<file path="src/rtl/id_branch_hazard_ctrl_pkg.sv">
// Shared constants for the ID-stage branch hazard controller: forwarding
// selects, FSM state encodings and the default worst-case stall depth.
package id_branch_hazard_ctrl_pkg;

    localparam logic [1:0] FWD_REGFILE = 2'b00;
    localparam logic [1:0] FWD_EXMEM   = 2'b01;
    localparam logic [1:0] FWD_MEMWB   = 2'b10;

    localparam int MAX_STALL_DEF = 2;

    typedef enum logic {
        ST_IDLE  = 1'b0,
        ST_STALL = 1'b1
    } state_t;

endpackage

</file>
<file path="src/rtl/id_branch_hazard_ctrl_operand.sv">
// Per-operand hazard check for the ID branch comparator: how many stall
// cycles the operand still needs, and which path should feed the comparator.
module branch_operand_hazard
    import id_branch_hazard_ctrl_pkg::*;
#(
    parameter int REG_W = 5,
    parameter int CNT_W = 2
) (
    input  logic             i_used,
    input  logic [REG_W-1:0] i_idx,
    input  logic             i_ex_regwrite,
    input  logic             i_ex_memread,
    input  logic [REG_W-1:0] i_ex_rd,
    input  logic             i_mem_regwrite,
    input  logic             i_mem_memread,
    input  logic [REG_W-1:0] i_mem_rd,
    input  logic             i_wb_regwrite,
    input  logic [REG_W-1:0] i_wb_rd,
    output logic [CNT_W-1:0] o_need,
    output logic [1:0]       o_fwd_sel
);

    logic w_live;
    logic w_ex_hit;
    logic w_mem_hit;
    logic w_wb_hit;

    // Register 0 is hardwired, so it never carries a hazard or a forward.
    assign w_live    = i_used && (i_idx != '0);
    assign w_ex_hit  = w_live && i_ex_regwrite  && (i_ex_rd  == i_idx);
    assign w_mem_hit = w_live && i_mem_regwrite && (i_mem_rd == i_idx);
    assign w_wb_hit  = w_live && i_wb_regwrite  && (i_wb_rd  == i_idx);

    always_comb begin
        o_need = '0;
        if (w_ex_hit) begin
            o_need = i_ex_memread ? CNT_W'(2) : CNT_W'(1);
        end else if (w_mem_hit && i_mem_memread) begin
            o_need = CNT_W'(1);
        end
    end

    // A load in MEM has no data on the EX/MEM path yet, so it cannot forward.
    always_comb begin
        o_fwd_sel = FWD_REGFILE;
        if (w_mem_hit && !i_mem_memread) begin
            o_fwd_sel = FWD_EXMEM;
        end else if (w_wb_hit) begin
            o_fwd_sel = FWD_MEMWB;
        end
    end

endmodule

</file>
<file path="src/rtl/id_branch_hazard_ctrl.sv">
// ID-stage conditional branch sequencer: stalls on comparator operand hazards,
// then resolves with forwarding. Optional counters under BRANCH_STATS_EN.
module id_branch_hazard_ctrl
    import id_branch_hazard_ctrl_pkg::*;
#(
    parameter int REG_W     = 5,
    parameter int CNT_W     = 2,
`ifdef BRANCH_STATS_EN
    parameter int STAT_W    = 32,
`endif
    parameter int MAX_STALL = MAX_STALL_DEF
) (
    input  logic             i_clk,
    input  logic             i_rst_n,
    input  logic             i_id_valid,
    input  logic             i_id_is_branch,
    input  logic             i_id_uses_rt,
    input  logic [REG_W-1:0] i_id_rs,
    input  logic [REG_W-1:0] i_id_rt,
    input  logic             i_ex_regwrite,
    input  logic             i_ex_memread,
    input  logic [REG_W-1:0] i_ex_rd,
    input  logic             i_mem_regwrite,
    input  logic             i_mem_memread,
    input  logic [REG_W-1:0] i_mem_rd,
    input  logic             i_wb_regwrite,
    input  logic [REG_W-1:0] i_wb_rd,
    input  logic             i_branch_taken,
    input  logic             i_kill_id,
    output logic             o_stall_pc,
    output logic             o_stall_ifid,
    output logic             o_bubble_idex,
    output logic [1:0]       o_fwd_rs_sel,
    output logic [1:0]       o_fwd_rt_sel,
    output logic             o_br_resolve,
    output logic             o_redirect,
`ifdef BRANCH_STATS_EN
    output logic [STAT_W-1:0] o_stat_taken,
    output logic [STAT_W-1:0] o_stat_not_taken,
    output logic [STAT_W-1:0] o_stat_stall_cycles,
`endif
    output logic             o_flush_ifid
);

    state_t           r_state;
    logic [CNT_W-1:0] r_cnt;
    state_t           w_next_state;
    logic [CNT_W-1:0] w_next_cnt;
    logic [CNT_W-1:0] w_need_rs;
    logic [CNT_W-1:0] w_need_rt;
    logic [CNT_W-1:0] w_need_max;
    logic [CNT_W-1:0] w_need;
    logic [1:0]       w_fwd_rs;
    logic [1:0]       w_fwd_rt;
    logic             w_stall;
    logic             w_resolve;

    branch_operand_hazard #(.REG_W(REG_W), .CNT_W(CNT_W)) u_rs_hazard (
        .i_used         (1'b1),
        .i_idx          (i_id_rs),
        .i_ex_regwrite  (i_ex_regwrite),
        .i_ex_memread   (i_ex_memread),
        .i_ex_rd        (i_ex_rd),
        .i_mem_regwrite (i_mem_regwrite),
        .i_mem_memread  (i_mem_memread),
        .i_mem_rd       (i_mem_rd),
        .i_wb_regwrite  (i_wb_regwrite),
        .i_wb_rd        (i_wb_rd),
        .o_need         (w_need_rs),
        .o_fwd_sel      (w_fwd_rs)
    );

    branch_operand_hazard #(.REG_W(REG_W), .CNT_W(CNT_W)) u_rt_hazard (
        .i_used         (i_id_uses_rt),
        .i_idx          (i_id_rt),
        .i_ex_regwrite  (i_ex_regwrite),
        .i_ex_memread   (i_ex_memread),
        .i_ex_rd        (i_ex_rd),
        .i_mem_regwrite (i_mem_regwrite),
        .i_mem_memread  (i_mem_memread),
        .i_mem_rd       (i_mem_rd),
        .i_wb_regwrite  (i_wb_regwrite),
        .i_wb_rd        (i_wb_rd),
        .o_need         (w_need_rt),
        .o_fwd_sel      (w_fwd_rt)
    );

    assign w_need_max = (w_need_rs > w_need_rt) ? w_need_rs : w_need_rt;
    assign w_need     = (w_need_max > CNT_W'(MAX_STALL)) ? CNT_W'(MAX_STALL) : w_need_max;

    // A kill from a jump or exception overrides both stalling and resolving.
    always_comb begin
        w_next_state = r_state;
        w_next_cnt   = r_cnt;
        w_stall      = 1'b0;
        w_resolve    = 1'b0;
        if (i_kill_id) begin
            w_next_state = ST_IDLE;
            w_next_cnt   = '0;
        end else begin
            case (r_state)
                ST_IDLE: begin
                    if (i_id_valid && i_id_is_branch) begin
                        if (w_need == '0) begin
                            w_resolve = 1'b1;
                        end else begin
                            w_stall      = 1'b1;
                            w_next_state = ST_STALL;
                            w_next_cnt   = w_need - CNT_W'(1);
                        end
                    end
                end
                ST_STALL: begin
                    if (r_cnt != '0) begin
                        w_stall    = 1'b1;
                        w_next_cnt = r_cnt - CNT_W'(1);
                    end else begin
                        w_resolve    = 1'b1;
                        w_next_state = ST_IDLE;
                    end
                end
                default: begin
                    w_next_state = ST_IDLE;
                    w_next_cnt   = '0;
                end
            endcase
        end
    end

    always_ff @(posedge i_clk or negedge i_rst_n) begin
        if (!i_rst_n) begin
            r_state <= ST_IDLE;
            r_cnt   <= '0;
        end else begin
            r_state <= w_next_state;
            r_cnt   <= w_next_cnt;
        end
    end

    assign o_stall_pc    = w_stall && i_rst_n;
    assign o_stall_ifid  = w_stall && i_rst_n;
    assign o_bubble_idex = w_stall && i_rst_n;
    assign o_br_resolve  = w_resolve && i_rst_n;
    assign o_fwd_rs_sel  = o_br_resolve ? w_fwd_rs : FWD_REGFILE;
    assign o_fwd_rt_sel  = o_br_resolve ? w_fwd_rt : FWD_REGFILE;
    assign o_redirect    = o_br_resolve && i_branch_taken;
    assign o_flush_ifid  = o_br_resolve && i_branch_taken;

`ifdef BRANCH_STATS_EN
    logic [STAT_W-1:0] r_stat_taken;
    logic [STAT_W-1:0] r_stat_not_taken;
    logic [STAT_W-1:0] r_stat_stall_cycles;

    always_ff @(posedge i_clk or negedge i_rst_n) begin
        if (!i_rst_n) begin
            r_stat_taken        <= '0;
            r_stat_not_taken    <= '0;
            r_stat_stall_cycles <= '0;
        end else begin
            if (o_br_resolve && i_branch_taken) begin
                r_stat_taken <= r_stat_taken + STAT_W'(1);
            end
            if (o_br_resolve && !i_branch_taken) begin
                r_stat_not_taken <= r_stat_not_taken + STAT_W'(1);
            end
            if (o_stall_pc) begin
                r_stat_stall_cycles <= r_stat_stall_cycles + STAT_W'(1);
            end
        end
    end

    assign o_stat_taken        = r_stat_taken;
    assign o_stat_not_taken    = r_stat_not_taken;
    assign o_stat_stall_cycles = r_stat_stall_cycles;
`endif

endmodule

</file>
<file path="config.mk">
export PLATFORM = sky130hd
export DESIGN_NAME = id_branch_hazard_ctrl
export DESIGN_NICKNAME = d
export VERILOG_FILES = /design/src/rtl/id_branch_hazard_ctrl_pkg.sv /design/src/rtl/id_branch_hazard_ctrl_operand.sv /design/src/rtl/id_branch_hazard_ctrl.sv
export SDC_FILE = /design/constraint.sdc
export NUM_CORES = 1
export LEC_CHECK = 0
export CAP_MARGIN = 20
export CELL_PAD_IN_SITES_DETAIL_PLACEMENT = 1
export CELL_PAD_IN_SITES_GLOBAL_PLACEMENT = 2
export CORE_UTILIZATION = 23
export CTS_BUF_LIST = sky130_fd_sc_hd__clkbuf_16
export DETAILED_ROUTE_END_ITERATION = 10
export GPL_TIMING_DRIVEN = 0
export PLACE_DENSITY_LB_ADDON = 0.25
export SLEW_MARGIN = 5
export SYNTH_ARGS = -nofsm -noshare
export SYNTH_HDL_FRONTEND = slang
export SYNTH_SLANG_ARGS = --single-unit
</file>
<file path="constraint.sdc">
create_clock -name i_clk -period 9.6 [get_ports i_clk]
set_input_delay 1.44 -clock i_clk [delete_from_list [all_inputs] [get_ports i_clk]]
set_output_delay 1.44 -clock i_clk [all_outputs]
set_load 0.01 [all_outputs]
</file>
-- Yosys cells after proc, flatten, opt, wreduce, memory -nomap -nowiden
Index checks and enable logic that the tools add are counted.
- bits in registers: 3
- input bits: 37
- word-level logic and storage cells: 71
- add/sub/neg operators: 2
- magnitude comparators: 2
- equal/unequal tests: 9
- muxes and demuxes: 28
- bitwise gates (word level): 1
- reduce and logical (&&, ||, !) cells: 27
- operators by type and width (operator ; number):
    5-bit == test ; 6
    2-bit 2-to-1 mux ; 15
    1-bit logical AND ; 21
    1-bit 2-to-1 mux ; 10
    5-bit nonzero test ; 2
    3-bit != test, second input constant ; 2
    1-bit one-hot mux with 2 select lines ; 2
    2-bit one-hot mux with 2 select lines ; 1
    2-bit by 1-bit subtractor with 2-bit output, second input constant ; 2
    3-bit by 2-bit != test with 1-bit output, second input constant ; 1
    3-bit AND reduction ; 1
    2-bit > comparator ; 1
    2-bit > comparator, second input constant ; 1
    2-bit zero test ; 1
    2-bit nonzero test ; 1
    1-bit zero test ; 1
    1-bit NOT ; 1

-- Depth between registers and ports, before layout
Gate-level depths: netlist of run 1.
- word-level depth: 18
- gate-level depth with buffers: 12
- depth with buffers taken out: 11

-- Hierarchy
Synthesis of run 1 repeated with hierarchy kept, for this count alone.
- cell total of the unflattened synthesis: 122
- area, all modules: 870.8 µm²
- by module, submodules not included (module ; instances ; cells each ; area each (µm²) ; seq. area each (µm²)):
    branch_operand_hazard ; 2 ; 32 ; 231.5 ; 0.0
    id_branch_hazard_ctrl ; 1 ; 58 ; 407.9 ; 75.1

-- Worst setup path before layout of run 1
Ideal clock, no wire load.
- path type: input-to-output
- from: in i_id_rt[1]
- to: out o_redirect
- arrival time: 3925 ps
- required time: 8160 ps
- path slack: 4235 ps
- stages on the path: 11
- path buffers: 1
- cells stage by stage: or4_1 o21ai_2 nand4b_4 mux2i_4 ha_1 nor2b_1 o21ai_2 and2_4 a31oi_2 nor3b_2 buf_4
- word-level cells in the longest chain between the ends: 18
- RTL lines (element ; RTL line ; source):
    from (decl) ; id_branch_hazard_ctrl.sv:19 ; input logic [REG_W-1:0] i_id_rt,
    5-bit nonzero test ; id_branch_hazard_ctrl_operand.sv:29 ; assign w_live = i_used && (i_idx != '0);
    1-bit logical AND ; id_branch_hazard_ctrl_operand.sv:29 ;
    1-bit logical AND (2 in a row) ; id_branch_hazard_ctrl_operand.sv:31 ; assign w_mem_hit = w_live && i_mem_regwrite && (i_mem_rd == i_idx);
    1-bit logical AND ; id_branch_hazard_ctrl_operand.sv:38 ; end else if (w_mem_hit && i_mem_memread) begin
    1-bit 2-to-1 mux ; id_branch_hazard_ctrl_operand.sv:38 ;
    2-bit 2-to-1 mux * ; id_branch_hazard_ctrl_operand.sv:36 ; if (w_ex_hit) begin
    2-bit > comparator ; id_branch_hazard_ctrl.sv:88 ; assign w_need_max = (w_need_rs > w_need_rt) ? w_need_rs : w_need_rt;
    2-bit 2-to-1 mux * ; id_branch_hazard_ctrl.sv:88 ;
    2-bit > comparator ; id_branch_hazard_ctrl.sv:89 ; assign w_need = (w_need_max > CNT_W'(MAX_STALL)) ? CNT_W'(MAX_STALL) : w_need_max;
    2-bit 2-to-1 mux * ; id_branch_hazard_ctrl.sv:89 ;
    2-bit zero test * ; id_branch_hazard_ctrl.sv:104 ; if (w_need == '0) begin
    1-bit 2-to-1 mux * ; id_branch_hazard_ctrl.sv:104 ;
    1-bit 2-to-1 mux * ; id_branch_hazard_ctrl.sv:103 ; if (i_id_valid && i_id_is_branch) begin
    1-bit one-hot mux with 2 select lines * ; id_branch_hazard_ctrl.sv:101 ; case (r_state)
    1-bit 2-to-1 mux * ; id_branch_hazard_ctrl.sv:97 ; if (i_kill_id) begin
    1-bit logical AND * ; id_branch_hazard_ctrl.sv:143 ; assign o_br_resolve = w_resolve && i_rst_n;
    1-bit logical AND * ; n/a ;
    to (decl) ; id_branch_hazard_ctrl.sv:36 ; output logic o_redirect,
Every way passes the cells marked *; elsewhere a longest branch is shown, timed or not.

-- Worst setup path after layout of run 1
- from: in i_id_rt[2]
- to: out o_redirect
- word-level cells in the longest chain between the ends: 18
- RTL lines (element ; RTL line ; source):
    5-bit nonzero test ; id_branch_hazard_ctrl_operand.sv:29 ;
    1-bit logical AND ; id_branch_hazard_ctrl_operand.sv:29 ;
    1-bit logical AND (2 in a row) ; id_branch_hazard_ctrl_operand.sv:31 ;
    1-bit logical AND ; id_branch_hazard_ctrl_operand.sv:38 ;
    1-bit 2-to-1 mux ; id_branch_hazard_ctrl_operand.sv:38 ;
    2-bit 2-to-1 mux * ; id_branch_hazard_ctrl_operand.sv:36 ;
    2-bit > comparator ; id_branch_hazard_ctrl.sv:88 ;
    2-bit 2-to-1 mux * ; id_branch_hazard_ctrl.sv:88 ;
    2-bit > comparator ; id_branch_hazard_ctrl.sv:89 ;
    2-bit 2-to-1 mux * ; id_branch_hazard_ctrl.sv:89 ;
    2-bit zero test * ; id_branch_hazard_ctrl.sv:104 ;
    1-bit 2-to-1 mux * ; id_branch_hazard_ctrl.sv:104 ;
    1-bit 2-to-1 mux * ; id_branch_hazard_ctrl.sv:103 ;
    1-bit one-hot mux with 2 select lines * ; id_branch_hazard_ctrl.sv:101 ;
    1-bit 2-to-1 mux * ; id_branch_hazard_ctrl.sv:97 ;
    1-bit logical AND * ; id_branch_hazard_ctrl.sv:143 ;
    1-bit logical AND * ; id_branch_hazard_ctrl.sv:146 ; assign o_redirect = o_br_resolve && i_branch_taken;
Marks and branches as above.

==> reports/results.txt, run 1 <==
PortBufs -> 46
Comb pwr share -> 0.358
Max FO, Critical Path -> 6
DRT Wirelength -> 3020 um
GRT Util Overall -> 0.156
Sequential power share -> 0.107
Total grt overflow -> 0
Hold Crit Start -> r_cnt[1]$_DFFE_PN0P_
Fmax -> 151 MHz
Switching Power -> 0.0299 mW
H-tree depth -> 1
Initial antenna violation count -> 0
Vias per std cell -> 4.70
Synth cell count leaders -> xnor2_1 (15), xor2_1 (15), nand2_1 (7)
EDFF count, synth -> 0
Slew @ Worst Pin -> 386 ps
FFs w/ async S/R, synth -> 1.00
Clock Pin Slew Worst Setup and Hold Paths -> 30 ps
WP data required -> 8160 ps
Min-Delay Path Class -> flop to flop
Post-CTS Setup Bufs -> 0
Starting Density -> 0.246
Ant diodes -> 0
CTS max path bufs -> 2
Post-DRT Antenna Nets -> 0
Int Pwr -> 0.0905 mW
Synth unique cells -> 41
Minimum clock period -> 6620 ps
Crit path cell chain -> clkdlybuf4s50_1, or4_1, o21ai_2, nand4b_4, mux2i_4, ha_1, nor3_1, o21bai_1, and2_4, a31oi_2, nor3b_2, buf_4, clkdlybuf4s50_1
DR vias -> 972
Hold-fix buffers, CTS -> 0
Post-placement setup slack -> 2980 ps
Top Ports -> 47
FF-to-FF path depth -> 3
Sw Share -> 0.248
Global-route wire length before repair -> 5080 um
RR Startpoint -> r_state$_DFF_PN0_
Crit. End Element -> output pin
Most used cell, CP -> clkdlybuf4s50_1
Wirelength per Cell -> 14.6 um
DIE AREA -> 4280 um2
Worst setup path class -> primary input to output pin
Pins Over Slew Limit -> 0
Synth top area share -> 0.142
Critical Path Max Stage Delay -> 570 ps
Leakage -> 0.570 nW
Synth warn -> 0
Mapped Cells -> 109
Hpwl dp -> 2660 um
Max-Cap Viols -> 0
P&R area growth vs syn -> 64.7%
CTS Sinks -> 3
Synth top area cells -> xnor2_1 (14%), xor2_1 (14%), dfrtp_1 (8.1%)
Drt initial violations -> 8
RSZ-0062 raised after global routing -> false
Clock skew -> 0.384 ps
Adder-cell share of the synthesized area -> 0.0405
Mapped Area -> 926 um2
Mux cell area share after synthesis -> 0.0527
Finished Core Util -> 0.404
Final Cycle Share -> 0.690
Post-synthesis compound-gate area fraction -> 0.112
Clock Power Share -> 0.535
Clock Latency Late Sink -> 220 ps
Die height -> 65.4 um
Setup-failing EPs final -> 0
Status -> complete, no violations
Final WS setup -> 2980 ps
Max IR drop VDD -> 0.0000527 V
CTS Root Buffer Type -> clkbuf_16
Main combinational cell family by area after synthesis -> simple AND/OR/NAND/NOR gates
Area leader, netlist -> xnor2_1
CTS resizes -> 0
Layout cells sized above 1 -> 0.151
Count of state elements after synthesis -> 3
Post-synth net total -> 149
Post-synth top flop -> dfrtp_1
Sum Neg Setup Slack -> 0 ps
DRC viols -> 0
Cts bufs inserted -> 3
Die W -> 65.4 um
Syn Area/Cell -> 8.49 um2
Largest net degree at the start of global routing -> 9
Router iterations before antenna repair -> 3
Nets -> 200
Hold Vio Cnt, Final -> 0
Row count -> 22
Synth Area in Simple Gates -> 0.385
CTS tree -> done
Flop-to-flop setup slack -> 8420 ps
Core area -> 3770 um2
Sequential share of the synthesized area -> 0.0811
Vias in the first global route -> 1090
CP startpoint -> i_id_rt[2]
Hold path cells -> 2
XOR/XNOR Fraction of Synth Area -> 0.284
Tot Pwr -> 0.120 mW
Worst slew margin relative to its limit -> 0.740
Cell Pwr Density -> 78.9 nW/um2
Crit path DAT -> 5180 ps
Gpl congestion -> 0.704
Startpoint class of the critical path -> primary input
Critical path's slowest cell -> or4_1
## registers in the layout, indices dropped and copies added (netlist names)
register and count:
r_cnt 2, r_state 1
## layout make-up
cell class | count | area, um2
timing repair buffer | 46 | 460
multi-input combinational | 98 | 810
clock buffer | 3 | 75.1
buffer | 4 | 26.3
fill | 434 | 2250
tap | 48 | 60.1
clock inverter | 1 | 3.75
inverter | 4 | 15.0
sequential | 3 | 75.1
## worst paths after layout
path / to
min in group asynchronous: r_cnt[0]$_DFFE_PN0P_
worst min register to register: r_cnt[1]$_DFFE_PN0P_
worst max-delay path: o_redirect
worst min-delay path: r_cnt[1]$_DFFE_PN0P_
max in group asynchronous: r_state$_DFF_PN0_
worst max register to register: r_cnt[0]$_DFFE_PN0P_
## power groups by stage
stage	combinational (mW)	clock [mW]	sequential [mW]
finish	0.0431	0.0644	0.0128
global route	0.0466	0.0674	0.0128
floorplan	0.0181	0	0.0130
detailed placement	0.0433	0	0.0130
CTS	0.0436	0.0654	0.0128
global placement	0.0423	0	0.0130
## critical path: cells and delay by family
family | cells | cell delay (ps)
buffers and inverters | 3 | 1160
muxes | 1 | 310
AOI/OAI and AO/OA | 3 | 710
adders and majority gates | 1 | 300
and+or+nand+nor | 5 | 1250
## layer usage
layer / track usage / up-vias / wire [um]
met5: 0 / - / 0
met4: 0.0408 / 0 / 30
met3: 0.0226 / 4 / 113
met2: 0.294 / 26 / 1600
met1: 0.181 / 454 / 1270
li1: - / 488 / -
## metrics by stage
stage | std cells | hold slack (ps) | instance area (um2)
floorplan | 109 | 527 | 926
global placement | 203 | 552 | 1450
detailed placement | 203 | 564 | 1450
CTS | 207 | 583 | 1530
global route | 207 | 607 | 1530
finish | 207 | 579 | 1530
## cell families after synthesis
group | count (synthesis)
mux | 3
buf+inv | 8
flops | 3
compound gates | 10
xor+xnor | 30
simple gates | 52
fa+ha+maj | 3
## placed cells by master, fill, tap and decap left out, drive strengths merged, types with 2 or more instances in the layout
| cell type | instances |
|---|---|
| nor3b | 2 |
| nor2 | 5 |
| o21ai | 3 |
| dfrtp | 3 |
| mux2 | 2 |
| xnor2 | 15 |
| nand2 | 7 |
| xor2 | 15 |
| nor2b | 6 |
| or4 | 2 |
| clkbuf | 4 |
| nand4 | 3 |
| nand3 | 6 |
| ha | 3 |
| clkdlybuf4s50 | 46 |
| nor3 | 7 |
| buf | 3 |
| and2 | 3 |
| inv | 5 |
| nor4 | 5 |
Power figures use the tool's default switching activity.
==> inputs of run 2 (changes only) <==
--- a/config.mk
+++ b/config.mk
@@ -8,7 +8,7 @@
 export CAP_MARGIN = 20
 export CELL_PAD_IN_SITES_DETAIL_PLACEMENT = 1
 export CELL_PAD_IN_SITES_GLOBAL_PLACEMENT = 2
-export CORE_UTILIZATION = 23
+export CORE_UTILIZATION = 22
 export CTS_BUF_LIST = sky130_fd_sc_hd__clkbuf_16
 export DETAILED_ROUTE_END_ITERATION = 10
 export GPL_TIMING_DRIVEN = 0
==> constraint.sdc (replaced) <==
create_clock -name i_clk -period 6.7 [get_ports i_clk]
set_input_delay 1.005 -clock i_clk [delete_from_list [all_inputs] [get_ports i_clk]]
set_output_delay 1.005 -clock i_clk [all_outputs]
set_load 0.01 [all_outputs]
==> reports/results.txt, run 2 (synthesis results as in run 1) <==
Min-Delay Path Class -> flop to flop (unchanged)
Row count -> 23 (was 22)
CP top delay family -> simple AND/OR/NAND/NOR gates (unchanged)
DRC viols -> 0 (unchanged)
DR vias -> 964 (was 972)
Nets -> 200 (unchanged)
Starting Density -> 0.230 (was 0.246)
Crit path DAT -> 4810 ps (was 5180 ps)
Router iterations before antenna repair -> 4 (was 3)
Hpwl dp -> 2570 um (was 2660 um)
GRT Util Overall -> 0.146 (was 0.156)
Crit path cell chain -> clkdlybuf4s50_1, or4_1, o21ai_2, nand4b_4, mux2i_4, ha_1, nor3_1, o21bai_1, and2_4, a31oi_2, nor3b_2, buf_4, clkdlybuf4s50_1 (unchanged)
Drt initial violations -> 11 (was 8)
Top Ports -> 47 (unchanged)
Setup-failing EPs final -> 0 (unchanged)
CTS max path bufs -> 2 (unchanged)
Die height -> 66.9 um (was 65.4 um)
Startpoint class of the critical path -> primary input (unchanged)
Top flop regs -> r_cnt (2), r_state (1) (unchanged)
Cts bufs inserted -> 3 (unchanged)
Die W -> 66.9 um (was 65.4 um)
Final Cycle Share -> 0.868
Clock skew -> 2.15 ps (was 0.384 ps)
Total grt overflow -> 0 (unchanged)
Tot Pwr -> 0.173 mW (was 0.120 mW)
Hold Vio Cnt, Final -> 0 (unchanged)
CTS tree -> done (unchanged)
Wirelength per Cell -> 14.3 um (was 14.6 um)
Hold Crit Start -> r_cnt[1]$_DFFE_PN0P_ (unchanged)
Max-Cap Viols -> 0 (unchanged)
Post-placement setup slack -> 836 ps (was 2980 ps)
Global-route wire length before repair -> 4910 um (was 5080 um)
Status -> complete, no violations (unchanged)
Ant diodes -> 0 (unchanged)
Placed Area -> 1450 um2 (about the same)
WP data required -> 5690 ps (was 8160 ps)
Worst slew margin relative to its limit -> 0.734 (was 0.740)
CTS resizes -> 0 (unchanged)
PortBufs -> 46 (unchanged)
Critical path's slowest cell -> or4_1 (unchanged)
Fill cell count -> 485 (was 434)
Hold-fix buffers, CTS -> 0 (unchanged)
FF+latch area -> 75.1 um2 (unchanged)
Crit. End Element -> output pin (unchanged)
DRT Wirelength -> 2990 um (was 3020 um)
Top reg by flops -> r_cnt (unchanged)
Vias per std cell -> 4.61 (was 4.70)
Final WS setup -> 887 ps (was 2980 ps)
R2R Path End -> r_cnt[0]$_DFFE_PN0P_ (unchanged)
Final design area excluding fillers -> 1530 um2 (about the same)
CTS Sinks -> 3 (unchanged)
DIE AREA -> 4470 um2 (was 4280 um2)
RSZ-0062 raised after global routing -> false (unchanged)
Flop-to-flop setup slack -> 5540 ps (was 8420 ps)
Sum Neg Setup Slack -> 0 ps (unchanged)
Layout cells sized above 1 -> 0.151 (unchanged)
Worst setup path class -> primary input to output pin (unchanged)
RR Startpoint -> r_state$_DFF_PN0_ (unchanged)
Cell Pwr Density -> 113 nW/um2 (was 78.9 nW/um2)
Max FO, Critical Path -> 6 (unchanged)
FF-to-FF path depth -> 3 (unchanged)
Fmax -> 172 MHz
Pins Over Slew Limit -> 0 (unchanged)
Gpl congestion -> 0.747 (was 0.704)
P&R area growth vs syn -> 65.0% (was 64.7%)
Minimum clock period -> 5810 ps
Initial antenna violation count -> 0 (unchanged)
Largest net degree at the start of global routing -> 9 (unchanged)
Vias in the first global route -> 1060 (was 1090)
Hold-critical path endpoint -> r_cnt[1]$_DFFE_PN0P_ (unchanged)
Clock Pin Slew Worst Setup and Hold Paths -> 30 ps (about the same)
Critical path buffers and inverters -> 3 (unchanged)
H-tree depth -> 1 (unchanged)
Leakage -> 0.570 nW (unchanged)
Max IR drop VDD -> 0.0000584 V (was 0.0000527 V)
Post-DRT Antenna Nets -> 0 (unchanged)
Most used cell, CP -> clkdlybuf4s50_1 (unchanged)
Core area -> 4030 um2 (was 3770 um2)
CTS Root Buffer Type -> clkbuf_16 (unchanged)
Hold path cells -> 2 (unchanged)
Post-CTS Setup Bufs -> 0 (unchanged)
Most frequent cells in the layout -> clkdlybuf4s50_1 (46), xor2_1 (15), xnor2_1 (15) (unchanged)
Max reg flops -> 2 (unchanged)
Multi-input logic area -> 810 um2 (unchanged)
Critical Path Max Stage Delay -> 590 ps (was 570 ps)
Commonest non-fill, non-tap cell in the layout -> clkdlybuf4s50_1 (unchanged)
Slew @ Worst Pin -> 397 ps (was 386 ps)
Clock Latency Late Sink -> 220 ps (about the same)
run 2: cell counts in the layout (fill, tap and decap cells not counted):
No cell type changed its count.
run 2: stage by stage:
| stage | hold WS (ps) | utilization | std cells |
|---|---|---|---|
| floorplan | 527 | - | 109 |
| global placement | 556 | 0.360 | 205 |
| detailed placement | 563 | 0.360 | 205 |
| CTS | 566 | 0.379 | 209 |
| global route | 577 | 0.379 | 209 |
| finish | 565 | 0.379 | 209 |
run 2: worst max-delay path by stage:
stage | from | to | cells after the start
3_5_place_dp | i_id_rt[1] | o_redirect | 13
4_1_cts | i_id_rt[1] | o_redirect | 13
3_3_place_gp | i_id_rt[1] | o_redirect | 13
2_1_floorplan | i_id_rt[1] | o_redirect | 11
5_1_grt | i_id_rt[1] | o_redirect | 13
6_report | i_id_rt[1] | o_redirect | 13
run 2: area by class of cell:
type                            count  share of cell area
Multi-Input combinational cell     98               0.530
Timing Repair Buffer               46               0.301
Buffer                              4              0.0172
Clock buffer                        3              0.0491
Sequential cell                     3              0.0491
Tap cell                           50              0.0409
Inverter                            4             0.00983
Clock inverter                      1             0.00246
run 2: layer usage:
| metal | wire length [um] | vias to the layer above | global-route usage |
|---|---|---|---|
| li1 | - | 488 | - |
| met3 | 104 | 2 | 0.0223 |
| met5 | 0 | - | 0 |
| met1 | 1360 | 449 | 0.177 |
| met2 | 1500 | 25 | 0.269 |
| met4 | 24 | 0 | 0.0266 |
run 2: where the power goes:
part           total, mW  switching (mW)  internal, mW
combinational     0.0616          0.0272        0.0344
sequential        0.0184       0.0000849        0.0183
clock             0.0929          0.0160        0.0769
run 2: worst min-delay path: cells and delay by family, from the launching register on:
family	cells	cell delay [ps]
AOI/OAI and AO/OA	1	60
DFF	1	370
buffers and inverters	1	100
==> inputs of run 3 (changes only) <==
--- a/config.mk
+++ b/config.mk
@@ -8,9 +8,10 @@
 export CAP_MARGIN = 20
 export CELL_PAD_IN_SITES_DETAIL_PLACEMENT = 1
 export CELL_PAD_IN_SITES_GLOBAL_PLACEMENT = 2
-export CORE_UTILIZATION = 22
+export CORE_UTILIZATION = 31
 export CTS_BUF_LIST = sky130_fd_sc_hd__clkbuf_16
 export DETAILED_ROUTE_END_ITERATION = 10
+export DONT_BUFFER_PORTS = 1
 export GPL_TIMING_DRIVEN = 0
 export PLACE_DENSITY_LB_ADDON = 0.25
 export SLEW_MARGIN = 5
==> reports/results.txt, run 3 (synthesis results as in run 1) <==
CTS Sinks -> 3 (unchanged)
Vias in the first global route -> 912 (was 1060)
Global-route wire length before repair -> 4090 um (was 4910 um)
WP data required -> 5690 ps (about the same)
Clock Pin Slew Worst Setup and Hold Paths -> 30 ps (about the same)
Die W -> 56.7 um (was 66.9 um)
Pins Over Slew Limit -> 0 (unchanged)
Layout cells sized above 1 -> 0.212 (was 0.151)
Hold Vio Cnt, Final -> 0 (unchanged)
Max FO, Critical Path -> 6 (unchanged)
CP startpoint -> i_id_rt[1] (unchanged)
Met1 Usage GRT -> 0.202 (was 0.177)
Status -> complete, no violations (unchanged)
Wirelength per Cell -> 16.8 um (was 14.3 um)
Leakage -> 0.395 nW (was 0.570 nW)
Initial antenna violation count -> 0 (unchanged)
CTS resizes -> 0 (unchanged)
Min-Delay Path Class -> primary input to async pin (was flop to flop)
Max IR drop VDD -> 0.000119 V (was 0.0000584 V)
Startpoint class of the critical path -> primary input (unchanged)
H-tree depth -> 1 (unchanged)
Post-CTS Setup Bufs -> 0 (unchanged)
Die height -> 56.7 um (was 66.9 um)
RSZ-0062 raised after global routing -> false (unchanged)
P&R area growth vs syn -> 12.7% (was 65.0%)
Top Ports -> 47 (unchanged)
Starting Density -> 0.333 (was 0.230)
Clock Latency Late Sink -> 220 ps (about the same)
Router iterations before antenna repair -> 2 (was 4)
Post-DRT Antenna Nets -> 0 (unchanged)
Grt met3 use -> 0.0369 (was 0.0223)
Hold-fix buffers, CTS -> 0 (unchanged)
Crit. End Element -> output pin (unchanged)
Core area -> 2780 um2 (was 4030 um2)
Total grt overflow -> 0 (unchanged)
Met2 Use GR -> 0.284 (was 0.269)
Cell Pwr Density -> 136 nW/um2 (was 113 nW/um2)
Max-Cap Viols -> 0 (unchanged)
Top reg by flops -> r_cnt (unchanged)
Max reg flops -> 2 (unchanged)
Minimum clock period -> 4730 ps (was 5810 ps)
CTS Root Buffer Type -> clkbuf_16 (unchanged)
Cts bufs inserted -> 3 (unchanged)
GRT Util Overall -> 0.165 (was 0.146)
Drt initial violations -> 8 (was 11)
DR vias -> 796 (was 964)
Hpwl dp -> 2140 um (was 2570 um)
RR Startpoint -> r_state$_DFF_PN0_ (unchanged)
Setup-failing EPs final -> 0 (unchanged)
Worst setup path class -> primary input to output pin (unchanged)
Ant diodes -> 0 (unchanged)
Clock skew -> 1.38 ps (was 2.15 ps)
DRT Wirelength -> 2420 um (was 2990 um)
Vias per std cell -> 5.53 (was 4.61)
Final Cycle Share -> 0.705 (was 0.868)
Gpl congestion -> 0.749 (was 0.747)
CTS max path bufs -> 2 (unchanged)
Most frequent cells in the layout -> xor2_1 (15), xnor2_1 (15), nand2_1 (7) (was clkdlybuf4s50_1 (46), xor2_1 (15), xnor2_1 (15))
Largest net degree at the start of global routing -> 9 (unchanged)
Top flop regs -> r_cnt (2), r_state (1) (unchanged)
Fill cell count -> 334 (was 485)
Finished Core Util -> 0.375 (was 0.379)
Crit path DAT -> 3720 ps (was 4810 ps)
Slew @ Worst Pin -> 382 ps (was 397 ps)
PortBufs -> 0 (was 46)
Worst slew margin relative to its limit -> 0.744 (was 0.734)
Gr busiest metal -> met2 (unchanged)
Fmax -> 212 MHz (was 172 MHz)
Row count -> 19 (was 23)
DRC viols -> 0 (unchanged)
Nets -> 154 (was 200)
DIE AREA -> 3210 um2 (was 4470 um2)
CTS tree -> done (unchanged)
Sum Neg Setup Slack -> 0 ps (unchanged)
-- run 3: worst paths after layout --
kind	end	slack [ps]	cells past startpoint
hold reg to reg	r_cnt[1]$_DFFE_PN0P_	570	2
min in group i_clk	r_cnt[1]$_DFFE_PN0P_	570	2
setup / recovery	o_redirect	1970	11
hold / removal	r_state$_DFF_PN0_	480	0
max in group asynchronous	r_cnt[0]$_DFFE_PN0P_	6150	0
setup reg to reg	r_cnt[0]$_DFFE_PN0P_	5530	3
-- run 3: layer usage --
metal	vias to the layer above	share of wire	wire, um
met4	0	0.0091	22
met2	27	0.49	1190
met1	372	0.43	1050
li1	393	-	-
met3	4	0.065	157
met5	-	0	0
-- run 3: worst max-delay path, cell delays in order --
cell and delay, ps:
or4_1 520, o21ai_2 210, nand4b_4 190, mux2i_4 310, ha_1 300, nor2b_1 150
o21ai_2 150, and2_4 180, a31oi_2 170, nor3b_2 340, buf_4 180
-- run 3: stage by stage --
step / hold WS, ps / instances / total power [mW] / instance area (um2) / setup WS, ps
6_report: 477 / 144 / 0.142 / 1040 / 1970
5_1_grt: 474 / 144 / 0.148 / 1040 / 1830
4_1_cts: 475 / 144 / 0.144 / 1040 / 1950
3_5_place_dp: 571 / 140 / 0.0488 / 965 / 1970
3_3_place_gp: 551 / 140 / 0.0476 / 965 / 2020
2_1_floorplan: 527 / 109 / 0.0445 / 926 / 2200
-- run 3: final cells by class --
cell class	count	area (um2)	area share
multi-input cells	98	810	0.776
flip-flops and latches	3	75.1	0.0719
clock buffers	3	75.1	0.0719
well taps	31	38.8	0.0372
plain buffers	4	26.3	0.0252
inverters	4	15.0	0.0144
clock inverters	1	3.75	0.00360
-- run 3: report_power, final --
group | internal (mW) | switching (mW)
Clock | 0.0770 | 0.0169
Combinational | 0.0161 | 0.0138
Sequential | 0.0183 | 0.0000817
